--- config.mk ---
export PLATFORM = sky130hd
export DESIGN_NAME = imm_target_pipe
export DESIGN_NICKNAME = d
export VERILOG_FILES = /design/src/rtl/imm_target_pipe.sv
export SDC_FILE = /design/constraint.sdc
export NUM_CORES = 1
export LEC_CHECK = 0
export BUFFER_PORTS_ARGS = -buffer_cell sky130_fd_sc_hd__clkbuf_2
export CAP_MARGIN = 20
export CELL_PAD_IN_SITES_DETAIL_PLACEMENT = 0
export CELL_PAD_IN_SITES_GLOBAL_PLACEMENT = 1
export CORE_MARGIN = 5
export CORE_UTILIZATION = 39
export CTS_CLUSTER_SIZE = 30
export DETAILED_ROUTE_END_ITERATION = 10
export HOLD_SLACK_MARGIN = 0.06
export PLACE_DENSITY_LB_ADDON = 0.12
export SKIP_LAST_GASP = 1
export SYNTH_ARGS = -nofsm -noshare
export SYNTH_HDL_FRONTEND = slang
export SYNTH_SLANG_ARGS = --single-unit
--- constraint.sdc ---
create_clock -name clk -period 3.99 [get_ports clk]
set_clock_uncertainty 0.2 [all_clocks]
set_input_delay 0.5985 -clock clk [delete_from_list [all_inputs] [get_ports clk]]
set_output_delay 0.5985 -clock clk [all_outputs]
set_load 0.02 [all_outputs]
--- src/rtl/imm_target_pipe.sv ---
`default_nettype none
// ============================================================================
// Module  : imm_target_pipe
// Brief   : Pipelined RV immediate decoder and control-transfer target unit
// Revision: 1.0 - initial release
// ============================================================================
module imm_target_pipe #(
  parameter int XLEN        = 32,
  parameter int PIPE_STAGES = 2,
  parameter bit C_EXT       = 1'b0
) (
  input  logic            clk,
  input  logic            reset,
  input  logic            flush,
  input  logic            in_valid,
  output logic            in_ready,
  input  logic [31:0]     inst,
  input  logic [XLEN-1:0] pc,
  input  logic [XLEN-1:0] rs1,
  input  logic [2:0]      immsel,
  output logic            out_valid,
  input  logic            out_ready,
  output logic [XLEN-1:0] out_imm,
  output logic [XLEN-1:0] out_target,
  output logic            out_misalign,
  output logic            out_illegal
);

  localparam logic [2:0] c_SEL_I    = 3'd0;
  localparam logic [2:0] c_SEL_S    = 3'd1;
  localparam logic [2:0] c_SEL_B    = 3'd2;
  localparam logic [2:0] c_SEL_U    = 3'd3;
  localparam logic [2:0] c_SEL_J    = 3'd4;
  localparam logic [2:0] c_SEL_JALR = 3'd5;
  localparam logic [2:0] c_SEL_ZIMM = 3'd6;

  if ((XLEN != 32) && (XLEN != 64)) begin : g_bad_xlen
    $error("imm_target_pipe: XLEN must be 32 or 64");
  end
  if ((PIPE_STAGES != 1) && (PIPE_STAGES != 2)) begin : g_bad_stages
    $error("imm_target_pipe: PIPE_STAGES must be 1 or 2");
  end

  logic signed [31:0] w_imm32;
  logic [XLEN-1:0]    w_dec_imm;
  logic [XLEN-1:0]    w_dec_base;
  logic               w_dec_jalr;
  logic               w_dec_ctrl;
  logic               w_dec_ill;

  logic               out_valid_q;
  logic [XLEN-1:0]    out_imm_q;
  logic [XLEN-1:0]    out_target_q;
  logic               out_misalign_q;
  logic               out_illegal_q;

  // Reserved selector yields imm=0 and base=pc, so the target naturally equals pc.
  always_comb begin
    w_imm32    = '0;
    w_dec_jalr = 1'b0;
    w_dec_ctrl = 1'b0;
    w_dec_ill  = 1'b0;
    case (immsel)
      c_SEL_I:    w_imm32 = {{20{inst[31]}}, inst[31:20]};
      c_SEL_S:    w_imm32 = {{20{inst[31]}}, inst[31:25], inst[11:7]};
      c_SEL_B: begin
        w_imm32    = {{19{inst[31]}}, inst[31], inst[7], inst[30:25], inst[11:8], 1'b0};
        w_dec_ctrl = 1'b1;
      end
      c_SEL_U:    w_imm32 = {inst[31:12], 12'b0};
      c_SEL_J: begin
        w_imm32    = {{11{inst[31]}}, inst[31], inst[19:12], inst[20], inst[30:21], 1'b0};
        w_dec_ctrl = 1'b1;
      end
      c_SEL_JALR: begin
        w_imm32    = {{20{inst[31]}}, inst[31:20]};
        w_dec_jalr = 1'b1;
        w_dec_ctrl = 1'b1;
      end
      c_SEL_ZIMM: w_imm32 = {27'b0, inst[19:15]};
      default:    w_dec_ill = 1'b1;
    endcase
  end

  assign w_dec_imm  = XLEN'(w_imm32);
  assign w_dec_base = w_dec_jalr ? rs1 : pc;

  function automatic logic [XLEN-1:0] f_target(input logic [XLEN-1:0] base,
                                               input logic [XLEN-1:0] imm,
                                               input logic            jalr);
    logic [XLEN-1:0] sum;
    sum = base + imm;
    if (jalr) sum[0] = 1'b0;
    return sum;
  endfunction

  function automatic logic f_misalign(input logic [XLEN-1:0] tgt, input logic ctrl);
    return ctrl && (C_EXT == 1'b0) && tgt[1];
  endfunction

  if (PIPE_STAGES == 1) begin : g_one_stage
    logic            w_out_load;
    logic            w_accept;
    logic [XLEN-1:0] tgt_d;

    assign w_out_load = !out_valid_q || out_ready;
    assign in_ready   = !flush && w_out_load;
    assign w_accept   = in_ready && in_valid;
    assign tgt_d      = f_target(w_dec_base, w_dec_imm, w_dec_jalr);

    always_ff @(posedge clk) begin
      if (reset) begin
        out_valid_q    <= 1'b0;
        out_imm_q      <= '0;
        out_target_q   <= '0;
        out_misalign_q <= 1'b0;
        out_illegal_q  <= 1'b0;
      end else begin
        if (flush) out_valid_q <= 1'b0;
        else if (w_out_load) out_valid_q <= in_valid;
        if (w_accept) begin
          out_imm_q      <= w_dec_imm;
          out_target_q   <= tgt_d;
          out_misalign_q <= f_misalign(tgt_d, w_dec_ctrl);
          out_illegal_q  <= w_dec_ill;
        end
      end
    end
  end else begin : g_two_stage
    logic            s1_valid_q;
    logic [XLEN-1:0] s1_imm_q;
    logic [XLEN-1:0] s1_base_q;
    logic            s1_jalr_q;
    logic            s1_ctrl_q;
    logic            s1_ill_q;
    logic            w_out_load;
    logic            w_s1_drain;
    logic            w_accept;
    logic [XLEN-1:0] tgt_d;

    // Stage 1 may refill in the same cycle it hands its entry onward.
    assign w_out_load = !out_valid_q || out_ready;
    assign w_s1_drain = s1_valid_q && w_out_load;
    assign in_ready   = !flush && (!s1_valid_q || w_s1_drain);
    assign w_accept   = in_ready && in_valid;
    assign tgt_d      = f_target(s1_base_q, s1_imm_q, s1_jalr_q);

    always_ff @(posedge clk) begin
      if (reset) begin
        s1_valid_q     <= 1'b0;
        s1_imm_q       <= '0;
        s1_base_q      <= '0;
        s1_jalr_q      <= 1'b0;
        s1_ctrl_q      <= 1'b0;
        s1_ill_q       <= 1'b0;
        out_valid_q    <= 1'b0;
        out_imm_q      <= '0;
        out_target_q   <= '0;
        out_misalign_q <= 1'b0;
        out_illegal_q  <= 1'b0;
      end else begin
        if (flush) begin
          s1_valid_q  <= 1'b0;
          out_valid_q <= 1'b0;
        end else begin
          if (!s1_valid_q || w_s1_drain) s1_valid_q <= in_valid;
          if (w_out_load) out_valid_q <= s1_valid_q;
        end
        if (w_accept) begin
          s1_imm_q  <= w_dec_imm;
          s1_base_q <= w_dec_base;
          s1_jalr_q <= w_dec_jalr;
          s1_ctrl_q <= w_dec_ctrl;
          s1_ill_q  <= w_dec_ill;
        end
        if (w_s1_drain) begin
          out_imm_q      <= s1_imm_q;
          out_target_q   <= tgt_d;
          out_misalign_q <= f_misalign(tgt_d, s1_ctrl_q);
          out_illegal_q  <= s1_ill_q;
        end
      end
    end
  end

  assign out_valid    = out_valid_q;
  assign out_imm      = out_imm_q;
  assign out_target   = out_target_q;
  assign out_misalign = out_misalign_q;
  assign out_illegal  = out_illegal_q;

endmodule
`default_nettype wire
==> metrics, run 1 <==
setup repair after global routing missed its margin=false; count of TritonRoute iterations in the first routing pass=5; total number of clock tree sinks=135; via/cell ratio=5.25; total congestion overflow=0; average cell area after synthesis=7.64 um^2; antenna violations before repair=0; min-delay worst type=in2reg; global-route total usage across every layer=21.0%; worst path arrival time=3.27 ns; basic-gate share of the synthesized area counting and, or, nand and nor cells=22.9%; HPWL Detailed=16300 um; filler cell count in the final layout=1870; floorplan row count=49; r2r worst-path depth=12; first-pass GRT wire length=34000 um; starting density of the core=39.4%; Final ANT Viol Nets=0; Critical Setup Path Class=reg2reg; setup slack on the worst flop-to-flop path=0.82 ns; y dimension of the die=144 um; die area=20800 um^2; fraction of synthesized area in multiplexers=0%; ys async rst share=0%; post-cts gate resize count=0; number of vias in the routed layout=6746; kind of launch point of the worst setup path=flip-flop; ratio of total power to cell area=395 nW/um^2; area occupied by multi-input gates=4030 um^2; die boundary width=144 um; leading cell type in the layout, fill and taps excluded=nand2_1; leading area contributor after synthesis=dfxtp_1; count of hold buffers inserted by post-cts repair=0; Reg clk slew, reported paths=0.06 ns; Post-Synth Adder-Cell Area=5.80%; number of H-tree levels=4; reg-to-reg critical path endpoint=out_target[30]; dominant cells by area after synthesis=dfxtp_1, nand2_1, a21oi_1, ha_1, a311oi_1; worst skew pair latency=0.42 ns; share of the cycle needed by the critical path after routing=79.4%; Post-Synthesis Cells=920; CP endpoint kind=flip-flop; count of buffers added by post-CTS timing repair for setup=0; Net Count, Synth=1056; Worst Hold End=out_valid; hold violation total from the final report=0; Area Growth Syn to Fin=21.4%; I/O Buffers=164; startpoint of the worst register-to-register path=g_two_stage.s1_base_q[0]; Max Fanout on Critical Path=4; total wire length after detailed routing=21700 um; post-place instance area=7980 um^2; number of design rule violations left after detail routing=0; count of nets after finishing=1180; Max rail drop VDD=0.279 mV; CTS root buf=clkbuf_16; Post-Syn Area=7030 um^2; Least-Margin Pin Slew=1.13 ns; routed length per instance=16.9 um; max-slew violation total from the final report=0; setup TNS after final layout=0 ns; Antenna Diode Count=0; Hold Path Origin=flush; clock period minus final worst setup slack=3.17 ns; core area=17800 um^2; fraction of the yosys area taken by sequential cells=38.4%; combinational family with the most area after synthesis=compound AO/OA/AOI/OAI gates; Post-Synth XOR/XNOR Area=3.24%; commonest cells after routing, fill and taps aside=nand2_1, clkbuf_2, dfxtp_1, a21oi_1, nor2_1; Compound-Gate Fraction of Synth Area=25.2%; predominant post-synthesis flop cell=dfxtp_1; boundary pin count=172; maximum capacitance violations=0; YS warnings=0; hold path depth=2; TritonCTS clock tree=yes; Crit path required time=4.09 ns; number of storage elements in the synthesis netlist=135; post-route cell area=8540 um^2; RePlAce Congestion=0.876; sequential cell area=2700 um^2; DRC marker count from the first detailed-route iteration=364; endpoints failing setup=0; largest net degree at the start of global routing=102; Leak Pwr=3.62 nW; area share of the leading cell type in the synthesized netlist=38.4%; via count of the first global-routing pass=6309; unique cell type count in the Yosys netlist=56; Slew HR=24.9%; number of enable-type register cells in the synthesized netlist=0; largest buffer count on any clock path=2; f_max=316 MHz; status=complete, no violations; share of layout cells above drive strength 1=21.1%; TritonCTS Buffers=17
==> metrics by stage <==
step	hold WS, ns	std cells	setup slack, ns	util [%]	total power [W]
floorplan	0.232	920	1.18	-	0.00176
global route	0.187	1286	0.631	47.9	0.00352
global placement	0.240	1254	0.865	44.8	0.00192
CTS	0.175	1286	0.814	47.9	0.00341
finish	0.195	1286	0.821	47.9	0.00337
detailed placement	0.245	1254	0.834	44.8	0.00192
==> kinds of logic (layout without fill, tap and decap cells) <==
| logic type | count (synthesis) | in the layout |
|---|---|---|
| buf+inv | 82 | 219 |
| flops | 135 | 135 |
| fa+ha+maj | 32 | 32 |
| simple gates | 377 | 377 |
| compound gates | 268 | 268 |
| xor+xnor | 26 | 26 |
==> routing by layer <==
layer / part of all wire (%) / wire (um) / vias to the layer above / global-route usage (%)
met2: 41 / 8890 / 178 / 29.7
met5: 0 / 0 / - / 0
met3: 5.9 / 1290 / 19 / 4.60
met4: 0.91 / 197 / 0 / 4.61
li1: - / - / 3505 / -
met1: 52 / 11400 / 3044 / 32.3
==> cell usage after synthesis (all sizes together), types with 7 or more instances <==
cell type / n
a211oi: 14
a21o: 11
a21oi: 132
a311oi: 44
buf: 12
clkbuf: 58
dfxtp: 135
ha: 31
inv: 12
nand2: 188
nand3: 48
nand4: 7
nor2: 93
nor2b: 12
nor3: 7
o21a: 8
o21ai: 25
xnor2: 14
xor2: 12
==> sequential cells by signal (all words and copies together) (netlist names) <==
signal                  cells
out_imm                    32
g_two_stage.s1_imm_q       32
g_two_stage.s1_base_q      32
out_misalign                1
out_valid                   1
g_two_stage.s1_ill_q        1
g_two_stage.s1_ctrl_q       1
g_two_stage.s1_jalr_q       1
g_two_stage.s1_valid_q      1
out_target                 32
out_illegal                 1
==> worst max-delay path, cell delays in order (launching register included) <==
cell	delay [ns]
dfxtp_1	0.35
ha_1	0.21
inv_1	0.07
fa_1	0.25
nor2b_4	0.06
o31a_4	0.30
o31ai_4	0.33
o311ai_4	0.16
a211oi_4	0.27
o21ai_2	0.12
a311oi_2	0.34
nor4_1	0.08
a211o_1	0.32
==> worst max path at each step <==
stage / start / endpoint / slack (ns) / cells past startpoint
3_3_place_gp: g_two_stage.s1_base_q[0] / out_target[30] / 0.86 / 12
5_1_grt: g_two_stage.s1_base_q[0] / out_target[30] / 0.63 / 12
2_1_floorplan: g_two_stage.s1_imm_q[0] / out_target[30] / 1.18 / 12
3_5_place_dp: g_two_stage.s1_base_q[0] / out_target[30] / 0.83 / 12
4_1_cts: g_two_stage.s1_base_q[0] / out_target[30] / 0.81 / 12
6_report: g_two_stage.s1_base_q[0] / out_target[30] / 0.82 / 12
==> report_power, final <==
part / leakage, nW / switching, W / total [W] / internal, W
clock network: 0.272 / 0.000576 / 0.00147 / 0.000899
registers: 1.10 / 0.0000453 / 0.00145 / 0.00140
logic: 2.25 / 0.000282 / 0.000450 / 0.000168
total: 3.62 / 0.000903 / 0.00337 / 0.00247
==> layout make-up <==
cell class	instances	share of cell area (%)
Inverter	12	0.528
Timing Repair Buffer	175	10.8
Sequential cell	135	31.7
Clock inverter	9	0.879
Multi-Input combinational cell	703	47.2
Clock buffer	23	5.60
Tap cell	229	3.36
(Power assumes the default switching activity.)
==> inputs of run 2 (changes only) <==
Clock period 3.99 ns to 3 ns, I/O delays scaled along.
==> run 2 against run 1 <==
  * Combinational power is 44% higher
  * Routed wire length increased by 2.7%
  * Register-to-register slack worse by 0.71 ns
  * Final area rose by 4.5%
  * Core utilization up 2.2 points
  * Highest routed layer unchanged
==> metrics, run 2 (same netlist as run 1, synthesis figures left out) <==
global-route total usage across every layer=21.4% (was 21.0%); Max Fanout on Critical Path=3 (was 4); CP endpoint kind=flip-flop (unchanged); antenna violations before repair=0 (unchanged); ratio of total power to cell area=522 nW/um^2 (was 395 nW/um^2); share of layout cells above drive strength 1=24.6% (was 21.1%); setup repair after global routing missed its margin=true (was false); floorplan row count=49 (unchanged); RePlAce Congestion=0.874 (was 0.876); wire length on met2=9030 um (was 8890 um); status=complete, no violations (unchanged); number of H-tree levels=4 (unchanged); post-place instance area=8240 um^2 (was 7980 um^2); Slew HR=34.9% (was 24.9%); hold slack final=0.0726 ns (was 0.195 ns); met3 routed WL=1400 um (was 1290 um); Critical Setup Path Class=reg2reg (unchanged); Critical Path, Cell by Cell=ha_2 > inv_2 > fa_2 > nor2b_4 > o31a_4 > o31ai_4 > o311ai_4 > a211oi_4 > o21ai_2 > a311oi_2 > nor4_1 > a211o_1 (was ha_1 > inv_1 > fa_1 > nor2b_4 > o31a_4 > o31ai_4 > o311ai_4 > a211oi_4 > o21ai_2 > a311oi_2 > nor4_1 > a211o_1); count of TritonRoute iterations in the first routing pass=6 (was 5); total congestion overflow=0 (unchanged); Crit path required time=3.10 ns (was 4.09 ns); largest buffer count on any clock path=2 (unchanged); setup TNS after final layout=0 ns (unchanged); Reg clk slew, reported paths=0.06 ns (about the same); endpoints failing setup=0 (unchanged); max-slew violation total from the final report=0 (unchanged); core area=17800 um^2 (unchanged); die area=20800 um^2 (unchanged); TritonCTS clock tree=yes (unchanged); Final ANT Viol Nets=0 (unchanged); I/O Buffers=164 (unchanged); commonest cells after routing, fill and taps aside=nand2_1, clkbuf_2, dfxtp_1, a21oi_1, nor2_1 (unchanged); setup slack on the worst flop-to-flop path=0.11 ns (was 0.82 ns); Least-Margin Pin Slew=0.976 ns (was 1.13 ns); first-pass GRT wire length=34800 um (was 34000 um); Post-Route M1 WL=11500 um (was 11400 um); total number of clock tree sinks=135 (unchanged); routed length per instance=16.9 um (about the same); starting density of the core=39.4% (unchanged); number of vias in the routed layout=6991 (was 6746); hold violation total from the final report=0 (unchanged); post-route cell area=8920 um^2 (was 8540 um^2); Total Power=0.00466 W (was 0.00337 W); via/cell ratio=5.28 (was 5.25); worst path arrival time=2.99 ns (was 3.27 ns); maximum capacitance violations=0 (unchanged); boundary pin count=172 (unchanged); via count of the first global-routing pass=6451 (was 6309); clock period minus final worst setup slack=2.89 ns (was 3.17 ns); total wire length after detailed routing=22300 um (was 21700 um); Leak Pwr=3.83 nW (was 3.62 nW); f_max=347 MHz (was 316 MHz); Area Growth Syn to Fin=26.9% (was 21.4%); Antenna Diode Count=0 (unchanged); Max rail drop VDD=0.381 mV (was 0.279 mV); CTS root buf=clkbuf_16 (unchanged); kind of launch point of the worst setup path=flip-flop (unchanged); share of the cycle needed by the critical path after routing=96.2% (was 79.4%); die boundary width=144 um (unchanged); top layer used by detailed routing=met4 (unchanged); count of nets after finishing=1218 (was 1180); TritonCTS Buffers=17 (unchanged); HPWL Detailed=16900 um (was 16300 um); DRC marker count from the first detailed-route iteration=448 (was 364); number of design rule violations left after detail routing=0 (unchanged); leading cell type in the layout, fill and taps excluded=nand2_1 (unchanged); y dimension of the die=144 um (unchanged); min-delay worst type=in2reg (unchanged); largest net degree at the start of global routing=90 (was 102); Largest stage delay, worst path=0.33 ns (was 0.35 ns); CP max-delay cell=a311oi_2 (was dfxtp_1); worst skew pair latency=0.42 ns (about the same)
-- run 2: changes by cell type in the layout (fill, tap and decap cells not counted), sizes merged --
cell         previous run  this run
buf                    12        49
clkbuf                186       185
inv                    12        13
bufinv                  1         2
clkinv                  6         5
dlygate4sd3             0         1
-- run 2: area by class of cell --
type	count	area (um^2)
Multi-Input combinational cell	703	4070
Fill cell	1784	8920
Sequential cell	135	2700
Tap cell	229	287
Timing Repair Buffer	213	1220
Clock buffer	22	474
Clock inverter	10	120
Inverter	12	45.0
-- run 2: path summary, 6_finish.rpt --
path | from | end | cells after the start
min reg2reg | out_target[26] | out_target[26] | 2
min | pc[22] | g_two_stage.s1_base_q[22] | 3
max | g_two_stage.s1_base_q[0] | out_target[30] | 12
max reg2reg | g_two_stage.s1_base_q[0] | out_target[30] | 12
-- run 2: layer usage --
layer / vias up / GRT usage [%]
li1: 3580 / -
met1: 3167 / 33.8
met2: 216 / 29.3
met3: 28 / 3.44
met4: 0 / 6.73
met5: - / 0
-- run 2: per-stage QoR --
stage	setup WS, ns	cells	utilization [%]
after CTS	-0.00207	1323	49.8
after global placement	-0.0198	1287	46.2
after floorplan	0.188	920	-
after global routing	-0.0304	1324	50.0
after detailed placement	-0.0585	1287	46.2
final	0.114	1324	50.0
-- run 2: worst max-delay path, delay by kind of cell, from the launching register on --
kind / cells / cell delay [ns]
AOI/OAI and AO/OA: 7 / 1.66
adders and majority gates: 2 / 0.41
buffers and inverters: 1 / 0.05
DFF: 1 / 0.32
and+or+nand+nor: 2 / 0.14
-- run 2: report_power, final --
| part | switching [W] | total [W] | internal (W) | leakage, nW |
|---|---|---|---|---|
| Clock | 0.000798 | 0.00209 | 0.00129 | 0.287 |
| Combinational | 0.000391 | 0.000647 | 0.000255 | 2.44 |
| Sequential | 0.0000574 | 0.00192 | 0.00186 | 1.10 |
-- run 2: timing repair --
action,in CTS,in global routing
hold buffers,1,0
gates resized for setup,3,7
endpoints found under the setup margin,2,7
endpoints found under the hold margin,2,0
setup buffers,3,1
pin swaps,7,9
==> inputs of run 3 (changes only) <==
Settings changed: CORE_UTILIZATION 39 to 40.
Clock period 3 ns to 3.65 ns, I/O delays scaled along.
==> run 3 against run 2 <==
  * Worst hold slack better by 0.077 ns
  * Combinational power is 24% lower
  * Global-route usage is 0.64 points higher
  * Critical path type unchanged
  * Largest cell class unchanged
  * Largest power group unchanged
  * Highest routed layer unchanged
==> metrics, run 3 (same netlist as run 1, synthesis figures left out) <==
I/O Buffers=164 (unchanged); y dimension of the die=143 um (was 144 um); endpoints failing setup=0 (unchanged); core area=17300 um^2 (was 17800 um^2); HPWL Detailed=16600 um (was 16900 um); largest buffer count on any clock path=2 (unchanged); Crit path required time=3.77 ns (was 3.10 ns); Least-Margin Pin Slew=0.895 ns (was 0.976 ns); share of layout cells above drive strength 1=21.3% (was 24.6%); maximum capacitance violations=0 (unchanged); routed length per instance=17.6 um (was 16.9 um); via count of the first global-routing pass=6442 (was 6451); count of nets after finishing=1179 (was 1218); post-place instance area=7980 um^2 (was 8240 um^2); boundary pin count=172 (unchanged); Final ANT Viol Nets=0 (unchanged); Reg clk slew, reported paths=0.06 ns (about the same); kind of launch point of the worst setup path=flip-flop (unchanged); Largest stage delay, worst path=0.35 ns (was 0.33 ns); min-delay worst type=in2reg (unchanged); CP max-delay cell=a311oi_2 (unchanged); Critical Setup Path Class=reg2reg (unchanged); worst path arrival time=3.26 ns (was 2.99 ns); worst skew pair latency=0.43 ns (was 0.42 ns); floorplan row count=48 (was 49); DRC marker count from the first detailed-route iteration=447 (was 448); global-route total usage across every layer=22.1% (was 21.4%); setup ws final=0.510 ns (was 0.114 ns); share of the cycle needed by the critical path after routing=86.0% (was 96.2%); starting density of the core=40.6% (was 39.4%); count of buffers added by post-CTS timing repair for setup=0 (was 3); clock period minus final worst setup slack=3.14 ns (was 2.89 ns); f_max=318 MHz (was 347 MHz); ratio of total power to cell area=441 nW/um^2 (was 522 nW/um^2); post-route cell area=8570 um^2 (was 8920 um^2); max-slew violation total from the final report=0 (unchanged); status=complete, no violations (unchanged); number of vias in the routed layout=6927 (was 6991); RePlAce Congestion=0.897 (was 0.874); setup TNS after final layout=0 ns (unchanged); die area=20300 um^2 (was 20800 um^2); Max Fanout on Critical Path=4 (was 3); post-cts gate resize count=0 (was 3); Antenna Diode Count=0 (unchanged); count of TritonRoute iterations in the first routing pass=5 (was 6); first-pass GRT wire length=35300 um (was 34800 um); die boundary width=143 um (was 144 um); total wire length after detailed routing=22500 um (was 22300 um); net switching power figure=0.00108 W (was 0.00125 W); antenna violations before repair=0 (unchanged); CP endpoint kind=flip-flop (unchanged); hold violation total from the final report=0 (unchanged); leading cell type in the layout, fill and taps excluded=nand2_1 (unchanged); Leak Pwr=3.62 nW (was 3.83 nW); number of H-tree levels=4 (unchanged); pre-CTS setup slack=0.520 ns (was -0.0585 ns); via/cell ratio=5.41 (was 5.28); share of power burned in the clock network=45.2% (was 44.9%); Area Growth Syn to Fin=21.9% (was 26.9%); commonest cells after routing, fill and taps aside=nand2_1, clkbuf_2, dfxtp_1, a21oi_1, nor2_1 (unchanged); total congestion overflow=0 (unchanged); Max rail drop VDD=0.352 mV (was 0.381 mV); count of hold buffers inserted by post-cts repair=0 (was 1); combinational fraction of design power=13.0% (was 13.9%); CTS root buf=clkbuf_16 (unchanged); TritonCTS Buffers=17 (unchanged); number of design rule violations left after detail routing=0 (unchanged); Slew HR=40.3% (was 34.9%); total number of clock tree sinks=135 (unchanged); sequential fraction of design power=41.8% (was 41.2%); Critical Path, Cell by Cell=ha_1 > inv_1 > fa_1 > nor2b_4 > o31a_4 > o31ai_4 > o311ai_4 > a211oi_4 > o21ai_2 > a311oi_2 > nor4_1 > a211o_1 (was ha_2 > inv_2 > fa_2 > nor2b_4 > o31a_4 > o31ai_4 > o311ai_4 > a211oi_4 > o21ai_2 > a311oi_2 > nor4_1 > a211o_1); Total Power=0.00378 W (was 0.00466 W); P_int=0.00271 W (was 0.00341 W); fraction of power spent switching nets=28.4% (was 26.8%); setup repair after global routing missed its margin=false (was true); largest net degree at the start of global routing=84 (was 90); TritonCTS clock tree=yes (unchanged)
[run 3: changes by cell type in the layout (fill, tap and decap cells not counted), moves of 2 or more]
cell      before  now
buf_4         47    9
clkbuf_1       2    0
clkinv_2       2    0
ha_1          28   31
ha_4           2    0
inv_6          1    6
[run 3: metrics by stage]
step | utilization [%] | hold WS, ns | instances
global route | 49.6 | 0.144 | 1281
finish | 49.6 | 0.150 | 1281
global placement | 46.2 | 0.238 | 1249
floorplan | - | 0.232 | 920
CTS | 49.6 | 0.135 | 1281
detailed placement | 46.2 | 0.244 | 1249
[run 3: cell type report]
class,count,area (um^2)
fill,1781,8730
multi-input combinational,703,4030
sequential,135,2700
timing repair buffer,174,923
clock buffer,19,453
tap,225,282
clock inverter,13,134
inverter,12,45.0
[run 3: final timing paths]
check                          start                endpoint  slack (ns)  cells after the start
max          g_two_stage.s1_imm_q[0]          out_target[30]        0.51                     12
min                            flush  g_two_stage.s1_valid_q        0.15                      2
max reg2reg  g_two_stage.s1_imm_q[0]          out_target[30]        0.51                     12
min reg2reg            out_target[3]           out_target[3]        0.25                      2
[run 3: critical path, delay by kind of cell, from the launching register on]
family / cells / cell delay, ns
adders and majority gates: 2 / 0.46
DFF: 1 / 0.33
buffers and inverters: 1 / 0.07
and+or+nand+nor: 2 / 0.14
AOI/OAI and AO/OA: 7 / 1.84
[run 3: power groups by stage]
stage               clock [W]  sequential, W  combinational [W]
finish                0.00171        0.00158           0.000492
floorplan                   0        0.00161           0.000316
global placement            0        0.00161           0.000489
CTS                   0.00174        0.00158           0.000491
detailed placement          0        0.00161           0.000488
global route          0.00182        0.00159           0.000545
[run 3: metal layers]
metal	part of all wire, %	wire length (um)	global-route usage (%)	vias to the layer above
li1	-	-	-	3509
met4	2.4	551	7.30	0
met1	49	11000	32.7	3167
met5	0	0	0	-
met3	6.6	1480	4.74	32
met2	42	9510	31.7	219
